## src/rtl/mul32_seq_if.sv

```systemverilog
// Request/result bundle between the execute-stage controller and the sequential multiplier.
interface mul32_seq_if #(
  parameter int unsigned Width = 32
);
  logic             start;
  logic             sign_mode;
  logic [Width-1:0] a;
  logic [Width-1:0] b;
  logic             busy;
  logic             done;
  logic [Width-1:0] hi;
  logic [Width-1:0] lo;

  modport master (
    output start, sign_mode, a, b,
    input  busy, done, hi, lo
  );

  modport slave (
    input  start, sign_mode, a, b,
    output busy, done, hi, lo
  );
endinterface

```

## src/rtl/mul32_seq.sv

```systemverilog
// Multi-cycle shift-and-add multiplier. Operands are reduced to magnitudes at start,
// multiplied unsigned one bit per clock, then the sign is reapplied in a single fix-up step.
module mul32_seq #(
  parameter int unsigned Width = 32
) (
  input logic        clk_i,
  input logic        rst_i,
  mul32_seq_if.slave bus_io
);

  localparam int unsigned CntW = $clog2(Width);
  localparam logic [Width-1:0]   OneW   = 1;
  localparam logic [2*Width-1:0] OneP   = 1;
  localparam logic [CntW-1:0]    CntOne = 1;
  localparam logic [CntW-1:0]    CntMax = CntW'(Width - 1);

  typedef enum logic [1:0] {StIdle, StCalc, StFix, StDone} state_e;

  state_e           state_q, state_d;
  logic [Width-1:0] mag_a_q, mag_a_d;
  logic [Width-1:0] q_q, q_d;
  logic [Width:0]   acc_q, acc_d;
  logic [CntW-1:0]  cnt_q, cnt_d;
  logic             neg_q, neg_d;
  logic [Width-1:0] hi_q, hi_d;
  logic [Width-1:0] lo_q, lo_d;

  logic [Width:0]   sum_ext;
  logic [2*Width-1:0] prod;

  // State and datapath registers; reset abandons any operation in flight.
  always_ff @(posedge clk_i or posedge rst_i) begin
    if (rst_i) begin
      state_q <= StIdle;
      mag_a_q <= '0;
      q_q     <= '0;
      acc_q   <= '0;
      cnt_q   <= '0;
      neg_q   <= 1'b0;
      hi_q    <= '0;
      lo_q    <= '0;
    end else begin
      state_q <= state_d;
      mag_a_q <= mag_a_d;
      q_q     <= q_d;
      acc_q   <= acc_d;
      cnt_q   <= cnt_d;
      neg_q   <= neg_d;
      hi_q    <= hi_d;
      lo_q    <= lo_d;
    end
  end

  // Next-state and datapath step for the current FSM state.
  always_comb begin
    state_d = state_q;
    mag_a_d = mag_a_q;
    q_d     = q_q;
    acc_d   = acc_q;
    cnt_d   = cnt_q;
    neg_d   = neg_q;
    hi_d    = hi_q;
    lo_d    = lo_q;
    sum_ext = '0;
    prod    = '0;

    unique case (state_q)
      StIdle: begin
        if (bus_io.start) begin
          // Magnitude of the most negative value is still representable unsigned.
          mag_a_d = (bus_io.sign_mode && bus_io.a[Width-1]) ? (~bus_io.a + OneW) : bus_io.a;
          q_d     = (bus_io.sign_mode && bus_io.b[Width-1]) ? (~bus_io.b + OneW) : bus_io.b;
          neg_d   = bus_io.sign_mode & (bus_io.a[Width-1] ^ bus_io.b[Width-1]);
          acc_d   = '0;
          cnt_d   = '0;
          state_d = StCalc;
        end
      end

      StCalc: begin
        sum_ext = {1'b0, acc_q[Width-1:0]} + {1'b0, (q_q[0] ? mag_a_q : '0)};
        // Shift {carry, sum, q} right by one; the low product bits migrate into q.
        {acc_d, q_d} = {1'b0, sum_ext, q_q[Width-1:1]};
        cnt_d = cnt_q + CntOne;
        if (cnt_q == CntMax) begin
          state_d = StFix;
        end
      end

      StFix: begin
        prod = {acc_q[Width-1:0], q_q};
        if (neg_q) begin
          prod = ~prod + OneP;
        end
        hi_d    = prod[2*Width-1:Width];
        lo_d    = prod[Width-1:0];
        state_d = StDone;
      end

      StDone: begin
        state_d = StIdle;
      end

      default: begin
        state_d = StIdle;
      end
    endcase
  end

  // Handshake and result outputs decoded from registered state.
  always_comb begin
    bus_io.busy = (state_q == StCalc) || (state_q == StFix);
    bus_io.done = (state_q == StDone);
    bus_io.hi   = hi_q;
    bus_io.lo   = lo_q;
  end

endmodule

```

## src/flat_wrapper.sv

```systemverilog
// flat-port wrapper written by rule: the top's interface ports become plain ports
module mul32_seq_flat 
#(
  parameter int unsigned Width = 32
)
  (clk_i, rst_i, bus_io_start, bus_io_sign_mode, bus_io_a, bus_io_b, bus_io_busy, bus_io_done, bus_io_hi, bus_io_lo);
  mul32_seq_if #(.Width(Width)) bus_io_i ();
  input logic clk_i;
  input logic rst_i;
  input wire logic [$bits(bus_io_i.start)-1:0] bus_io_start;
  input wire logic [$bits(bus_io_i.sign_mode)-1:0] bus_io_sign_mode;
  input wire logic [$bits(bus_io_i.a)-1:0] bus_io_a;
  input wire logic [$bits(bus_io_i.b)-1:0] bus_io_b;
  output wire logic [$bits(bus_io_i.busy)-1:0] bus_io_busy;
  output wire logic [$bits(bus_io_i.done)-1:0] bus_io_done;
  output wire logic [$bits(bus_io_i.hi)-1:0] bus_io_hi;
  output wire logic [$bits(bus_io_i.lo)-1:0] bus_io_lo;
  assign bus_io_i.start = bus_io_start;
  assign bus_io_i.sign_mode = bus_io_sign_mode;
  assign bus_io_i.a = bus_io_a;
  assign bus_io_i.b = bus_io_b;
  assign bus_io_busy = bus_io_i.busy;
  assign bus_io_done = bus_io_i.done;
  assign bus_io_hi = bus_io_i.hi;
  assign bus_io_lo = bus_io_i.lo;
  mul32_seq #(.Width(Width)) u_core (.clk_i(clk_i), .rst_i(rst_i), .bus_io(bus_io_i));
endmodule
```

## config.mk

```make
export PLATFORM = sky130hd
export DESIGN_NAME = mul32_seq_flat
export DESIGN_NICKNAME = d
export VERILOG_FILES = /design/src/rtl/mul32_seq_if.sv /design/src/rtl/mul32_seq.sv /design/src/flat_wrapper.sv
export SDC_FILE = /design/constraint.sdc
export NUM_CORES = 1
export LEC_CHECK = 0
export BUFFER_PORTS_ARGS = -buffer_cell sky130_fd_sc_hd__buf_2
export CAP_MARGIN = 10
export CORE_MARGIN = 2
export CORE_UTILIZATION = 48
export CTS_CLUSTER_DIAMETER = 150
export CTS_CLUSTER_SIZE = 8
export DETAILED_ROUTE_END_ITERATION = 8
export PLACE_DENSITY = 0.68
export SLEW_MARGIN = 15
export SYNTH_ARGS = -nofsm -noshare
export SYNTH_HDL_FRONTEND = slang
export SYNTH_SLANG_ARGS = --single-unit
```

## constraint.sdc

```tcl
create_clock -name clk_i -period 7 [get_ports clk_i]
set_clock_uncertainty 0.15 [all_clocks]
set_input_delay 0.35 -clock clk_i [delete_from_list [all_inputs] [get_ports clk_i]]
set_output_delay 0.35 -clock clk_i [all_outputs]
set_load 0.02 [all_outputs]
```

==> impl_metrics.py, run 1 <==
metrics = {
    "setup_path": {
        "crit_fanout": 38,
        "crit_arrival_ns": 4.15,
        "crit_required_ns": 7.21,
        "critical-path-slowest-cell": "dfrtp_1",
        "r2r_cells": 10,
        "regToRegEndpoint": "u_core.acc_q[30]",
        "worstPathCellList": "and2_1, ha_1, nand4_1, or3_1, a211oi_1, a211oi_1, o31ai_1, a221oi_1, or4_1, nand3_1",
        "end_kind": "flip-flop",
        "start_kind": "flip-flop",
        "r2r-start": "u_core.q_q[0]",
        "crit_type": "flip-flop to flip-flop",
        "max_stage_delay_ns": 0.75,
        "r2r_slack_ns": 3.06,
        "cp_common_cell": "a211oi_1",
    },
    "place": {
        "gp_congestion": 0.892,
        "hpwlAfterDp_um": 20500,
        "port_buffers": 133,
        "placed_cell_area_um2": 11800,
    },
    "detailed_routing": {
        "num_vias": 9415,
        "drt-total-wl_um": 28100,
        "drc_errors": 0,
        "first_pass_iters": 5,
        "wire_per_inst_um": 17.0,
        "first_iter_violations": 767,
        "drtAntennaViolNets": 0,
        "viasPerCell": 5.70,
    },
    "global_routing": {
        "grt_max_degree": 122,
        "overflow": 0,
        "grt_pass1_vias": 8858,
        "grt_pass1_wl_um": 46500,
        "grt_usage": 0.241,
        "antenna_found_initial": 1,
    },
    "logic_synthesis": {
        "ys_types": 72,
        "synth_edf_count": 0,
        "syn_area_per_cell_um2": 8.67,
        "ys_ff_latch": 168,
        "synthArstFlopShare": 1.00,
        "ys_warn_count": 0,
        "syn-cell-area_um2": 10900,
        "synth_flop_cell": "dfrtp_1",
        "synth_cells": 1258,
        "syn_nets": 1368,
        "seq_area_frac_synth": 0.386,
    },
    "layout": {
        "drive_above_1_share": 0.154,
        "fin_area_um2": 12400,
        "layout_commonest_cell": "dfrtp_1",
        "area_growth_pct": 13.4,
        "layout.cells.most_common_list": "dfrtp_1, a21oi_1, buf_2",
        "final_nets": 1463,
        "fill_cells": 2098,
        "fin_util": 0.550,
    },
    "min_path": {
        "min_path_cells": 3,
        "min_to": "u_core.mag_a_q[1]",
        "hold_start": "bus_io_a[1]",
        "min_path_type": "input port to flip-flop",
    },
    "clock_tree": {
        "root_buffer": "clkbuf_16",
        "cts_buffers": 17,
        "cts.path.max_buffers": 2,
        "ctsHtreeMaxLevel": 4,
        "cts_resized": 0,
        "postCtsSetupRepairBufs": 0,
        "clk_pin_slew_ns": 0.07,
        "hold_buffers": 1,
        "cts_tree": "done",
        "cts_sinks": 168,
        "insertion_delay_ns": 0.43,
    },
    "sta": {
        "fin_crit_sh": 0.563,
        "fmax_mhz": 254,
        "tns_ns": 0,
        "rsz0062_at_grt": "no",
        "drv_slew": 0,
        "setup_viol": 0,
        "hold_viol_final": 0,
        "post-route-min-period_ns": 3.94,
        "tightestPinTransition_ns": 1.08,
        "slew-limit-headroom": 0.279,
    },
    "floorplanning": {
        "core_region_area_um2": 22500,
        "die_area_um2": 23900,
        "fp.dieH_um": 155,
        "start_util": 0.485,
        "die_w_um": 155,
        "num_rows": 55,
        "ios": 134,
    },
    "flow_run": {
        "maxCapViolations": 0,
    },
    "power_and_ir_drop": {
        "powerDensity_nw_per_um2": 451,
        "p_leak_uw": 0.00550,
        "totalPowerFinal_uw": 5580,
        "vdd_drop_max_v": 0.000180,
    },
    "outcome": {
        "status": "finished clean",
    },
}
-- routing by layer --
| layer | part of all wire | GRT usage |
|---|---|---|
| met1 | 0.52 | 0.385 |
| met3 | 0.056 | 0.0347 |
| met5 | 0 | 0 |
| met4 | 0.014 | 0.0670 |
| met2 | 0.41 | 0.338 |
-- report_power, final --
part	leakage [uW]	switching (uW)	total, uW	internal (uW)
Sequential	0.00204	449	1860	1410
Clock	0.000291	443	955	511
Combinational	0.00317	1730	2770	1040
-- through the flow --
step           setup slack (ns)  hold WS, ns  instances
2_1_floorplan              1.95        0.288       1258
3_3_place_gp               3.14        0.305       1618
3_5_place_dp               3.05        0.317       1618
4_1_cts                    3.01       0.0438       1651
5_1_grt                    2.74       0.0693       1652
6_report                   3.06       0.0619       1652
-- registers in the layout, summed over array words and instances (netlist names) --
| signal | count |
|---|---|
| u_core.acc_q | 32 |
| u_core.bus_io.hi | 32 |
| u_core.bus_io.lo | 32 |
| u_core.cnt_q | 5 |
| u_core.mag_a_q | 32 |
| u_core.neg_q | 1 |
| u_core.q_q | 32 |
| u_core.state_q | 2 |
-- Yosys cell counts (all sizes together), types with 22 or more instances --
master | number | area, um^2
xor2 | 90 | 788
clkbuf | 58 | 218
o21ai | 119 | 596
nor2 | 113 | 424
or4 | 23 | 191
inv | 32 | 120
xnor2 | 52 | 455
nor3 | 22 | 125
a21oi | 134 | 671
nand2 | 121 | 454
ha | 41 | 513
dfrtp | 168 | 4200
o31ai | 32 | 259
and2 | 38 | 238
-- worst max-delay path by stage --
stage | endpoint | from | depth (start not counted)
global route | u_core.acc_q[30] | u_core.q_q[0] | 10
detailed placement | u_core.acc_q[30] | u_core.q_q[0] | 10
global placement | u_core.acc_q[30] | u_core.q_q[0] | 10
finish | u_core.acc_q[30] | u_core.q_q[0] | 10
CTS | u_core.acc_q[30] | u_core.q_q[0] | 10
floorplan | u_core.acc_q[0] | rst_i | 1
-- critical path, delay by kind of cell (launching register included) --
| kind | cells | cell delay (ns) |
|---|---|---|
| flops | 1 | 0.75 |
| simple gates | 5 | 1.58 |
| compound gates | 4 | 1.01 |
| fa+ha+maj | 1 | 0.39 |
-- cell families (layout without fill, tap and decap cells) --
kind of cell | count (synthesis) | count (layout) | share of synthesized area
other cells | 0 | 1 | 0
simple gates | 403 | 403 | 0.188
mux | 10 | 10 | 0.00975
compound gates | 396 | 396 | 0.220
xor+xnor | 142 | 142 | 0.114
buf+inv | 97 | 205 | 0.0342
flops | 168 | 168 | 0.386
fa+ha+maj | 42 | 42 | 0.0489
-- final cells by class --
class	count	area, um^2	share of cell area
Multi-Input combinational cell	993	6350	0.514
Tap cell	285	357	0.0288
Inverter	32	125	0.0101
Antenna cell	1	2.50	0.000202
Sequential cell	168	4210	0.340
Clock inverter	15	174	0.0141
Timing Repair Buffer	141	728	0.0589
Clock buffer	17	425	0.0344
Power figures use the tool's default switching activity.
==> run 2, diff against run 1 <==
Settings changed: ABC_AREA set to 1, PLACE_DENSITY 0.68 to 0.7.
Clock period 7 ns to 3.5 ns, I/O delays scaled along.
==> run 2 against run 1 <==
  * Register-to-register slack lost 2.3 ns
  * Final cell count grew 54%
  * Critical path type unchanged
  * Global-route usage grew 3.6 points
  * Largest power group unchanged
  * Clock-buffer cell count is the same
  * Synthesized area grew 18%
  * Design area grew 21%
  * First-iteration DRC count grew 82%
==> impl_metrics.py, run 2 <==
metrics = {
    "outcome": {
        "status": "finished clean",
    },
    "floorplanning": {
        "ios": 134,
        "die_w_um": 168,
        "fp.dieH_um": 168,
        "die_area_um2": 28200,
        "start_util": 0.492,
        "num_rows": 59,
        "core_region_area_um2": 26200,
    },
    "clock_tree": {
        "postCtsSetupRepairBufs": 0,
        "cts_sinks": 168,
        "ctsHtreeMaxLevel": 4,
        "clk_pin_slew_ns": 0.08,
        "cts_resized": 0,
        "cts_tree": "done",
        "root_buffer": "clkbuf_16",
        "cts_buffers": 17,
        "hold_buffers": 55,
        "cts.path.max_buffers": 2,
        "insertion_delay_ns": 0.44,
    },
    "logic_synthesis": {
        "synth_top_area_cell": "dfrtp_1",
        "syn-cell-area_um2": 12900,
        "synth_xor_area_frac": 0.0347,
        "ys_top_cells_by_count": "nand2_1, inv_1, nand3_1",
        "ys_warn_count": 0,
        "synthArstFlopShare": 1.00,
        "synth_area_leaders": "dfrtp_1, nand2_1, inv_1, nand3_1, nor2_1",
        "synth_compound_area_frac": 0.0946,
        "seq_area_frac_synth": 0.326,
        "synth_mux_area_frac": 0,
        "synth_edf_count": 0,
        "yosysMostFrequentCell": "nand2_1",
        "yosys.area_share.simple": 0.399,
        "ys_types": 51,
        "synth_flop_cell": "dfrtp_1",
        "syn_area_per_cell_um2": 6.34,
        "ys_ff_latch": 168,
        "synth_cells": 2033,
        "synth_top_family_by_area": "simple AND/OR/NAND/NOR gates",
        "synth-adder-area-share": 0.0414,
        "syn_nets": 2143,
        "synth_top_area_share": 0.326,
    },
    "detailed_routing": {
        "wire_per_inst_um": 15.3,
        "drtAntennaViolNets": 0,
        "num_vias": 13493,
        "drt-total-wl_um": 38900,
        "first_iter_violations": 1395,
        "viasPerCell": 5.31,
        "drc_errors": 0,
        "first_pass_iters": 7,
    },
    "layout": {
        "area_growth_pct": 16.4,
        "fill_cells": 2568,
        "layout_commonest_cell": "nand2_1",
        "drive_above_1_share": 0.104,
        "layout.cells.most_common_list": "nand2_1, inv_1, nand3_1",
        "fin_area_um2": 15000,
        "diodes": 0,
        "final_nets": 2304,
    },
    "sta": {
        "setup_ws_ns": 0.737,
        "timing.hold.ws_ns": 0.0184,
        "slew-limit-headroom": 0.434,
        "fin_crit_sh": 0.789,
        "post-route-min-period_ns": 2.76,
        "rsz0062_at_grt": "no",
        "tightestPinTransition_ns": 0.848,
        "tns_ns": 0,
        "setup_viol": 0,
        "drv_slew": 0,
        "fmax_mhz": 362,
        "hold_viol_final": 0,
    },
    "setup_path": {
        "start_kind": "flip-flop",
        "crit_type": "flip-flop to flip-flop",
        "crit_fanout": 46,
        "crit_required_ns": 3.64,
        "crit_arrival_ns": 2.90,
        "r2r_slack_ns": 0.74,
        "end_kind": "flip-flop",
    },
    "global_routing": {
        "antenna_found_initial": 0,
        "overflow": 0,
        "grt_max_degree": 64,
        "grt_pass1_vias": 12253,
        "grt_usage": 0.277,
        "grt_pass1_wl_um": 62900,
    },
    "power_and_ir_drop": {
        "powerDensity_nw_per_um2": 830,
        "totalPowerFinal_uw": 12400,
        "vdd_drop_max_v": 0.000434,
        "p_leak_uw": 0.00817,
    },
    "place": {
        "placed_cell_area_um2": 13800,
        "port_buffers": 133,
        "hpwlAfterDp_um": 29600,
        "post-place-ws_ns": 0.864,
        "gp_congestion": 0.971,
    },
    "min_path": {
        "min_path_type": "input port to flip-flop",
    },
    "flow_run": {
        "maxCapViolations": 0,
    },
}
run 2: cell types whose count changed after synthesis, moves of 32 or more:
cell     previous run  this run
nand2_1           121       709
inv_1              32       276
nand3_1            11       207
nor2_1            113       204
a21oi_1           134        45
xnor2_1            52         5
xor2_1             90        46
and2_1             37         5
run 2: critical path, stage by stage, from the launching register on:
cell and delay (ns):
dfrtp_1 0.38, inv_1 0.09, ha_1 0.24, nand2_1 0.14, buf_4 0.38, inv_1 0.41, nand3_1 0.19, dlygate4sd3_1 0.55
o21ai_0 0.07
run 2: final timing paths:
kind,endpoint,cells past startpoint,start
max,u_core.neg_q,8,u_core.state_q[0]
min,u_core.mag_a_q[2],4,bus_io_a[2]
max reg2reg,u_core.neg_q,8,u_core.state_q[0]
min reg2reg,u_core.bus_io.hi[14],2,u_core.bus_io.hi[14]
max in group asynchronous,u_core.mag_a_q[2],4,rst_i
min in group asynchronous,u_core.acc_q[28],3,rst_i
run 2: per-stage QoR:
step,std cells,util
2_1_floorplan,2033,-
3_3_place_gp,2455,0.528
3_5_place_dp,2455,0.528
4_1_cts,2542,0.572
5_1_grt,2542,0.572
6_report,2542,0.572
run 2: layout make-up:
class / count / area [um^2] / area share
clock inverter: 15 / 191 / 0.0128
sequential: 168 / 4210 / 0.280
multi-input combinational: 1522 / 7350 / 0.490
tap: 335 / 419 / 0.0279
inverter: 285 / 1070 / 0.0717
timing repair buffer: 200 / 1330 / 0.0888
clock buffer: 17 / 425 / 0.0284
run 2: cell families after synthesis:
kind of cell | Yosys count
buffers and inverters | 343
xor gates and xnor gates | 51
adders and majority gates | 42
and+or+nand+nor | 1214
AOI/OAI and AO/OA | 215
DFF | 168
run 2: routing by layer:
| metal | up-vias | track usage | wire [um] |
|---|---|---|---|
| met3 | 52 | 0.0355 | 3210 |
| li1 | 6776 | - | - |
| met1 | 6104 | 0.422 | 18700 |
| met5 | - | 0 | 0 |
| met4 | 0 | 0.0756 | 730 |
| met2 | 561 | 0.414 | 16200 |
run 2: power breakdown:
part	switching, uW	internal, uW
Sequential	891	2830
Clock	1010	983
Combinational	4520	2210
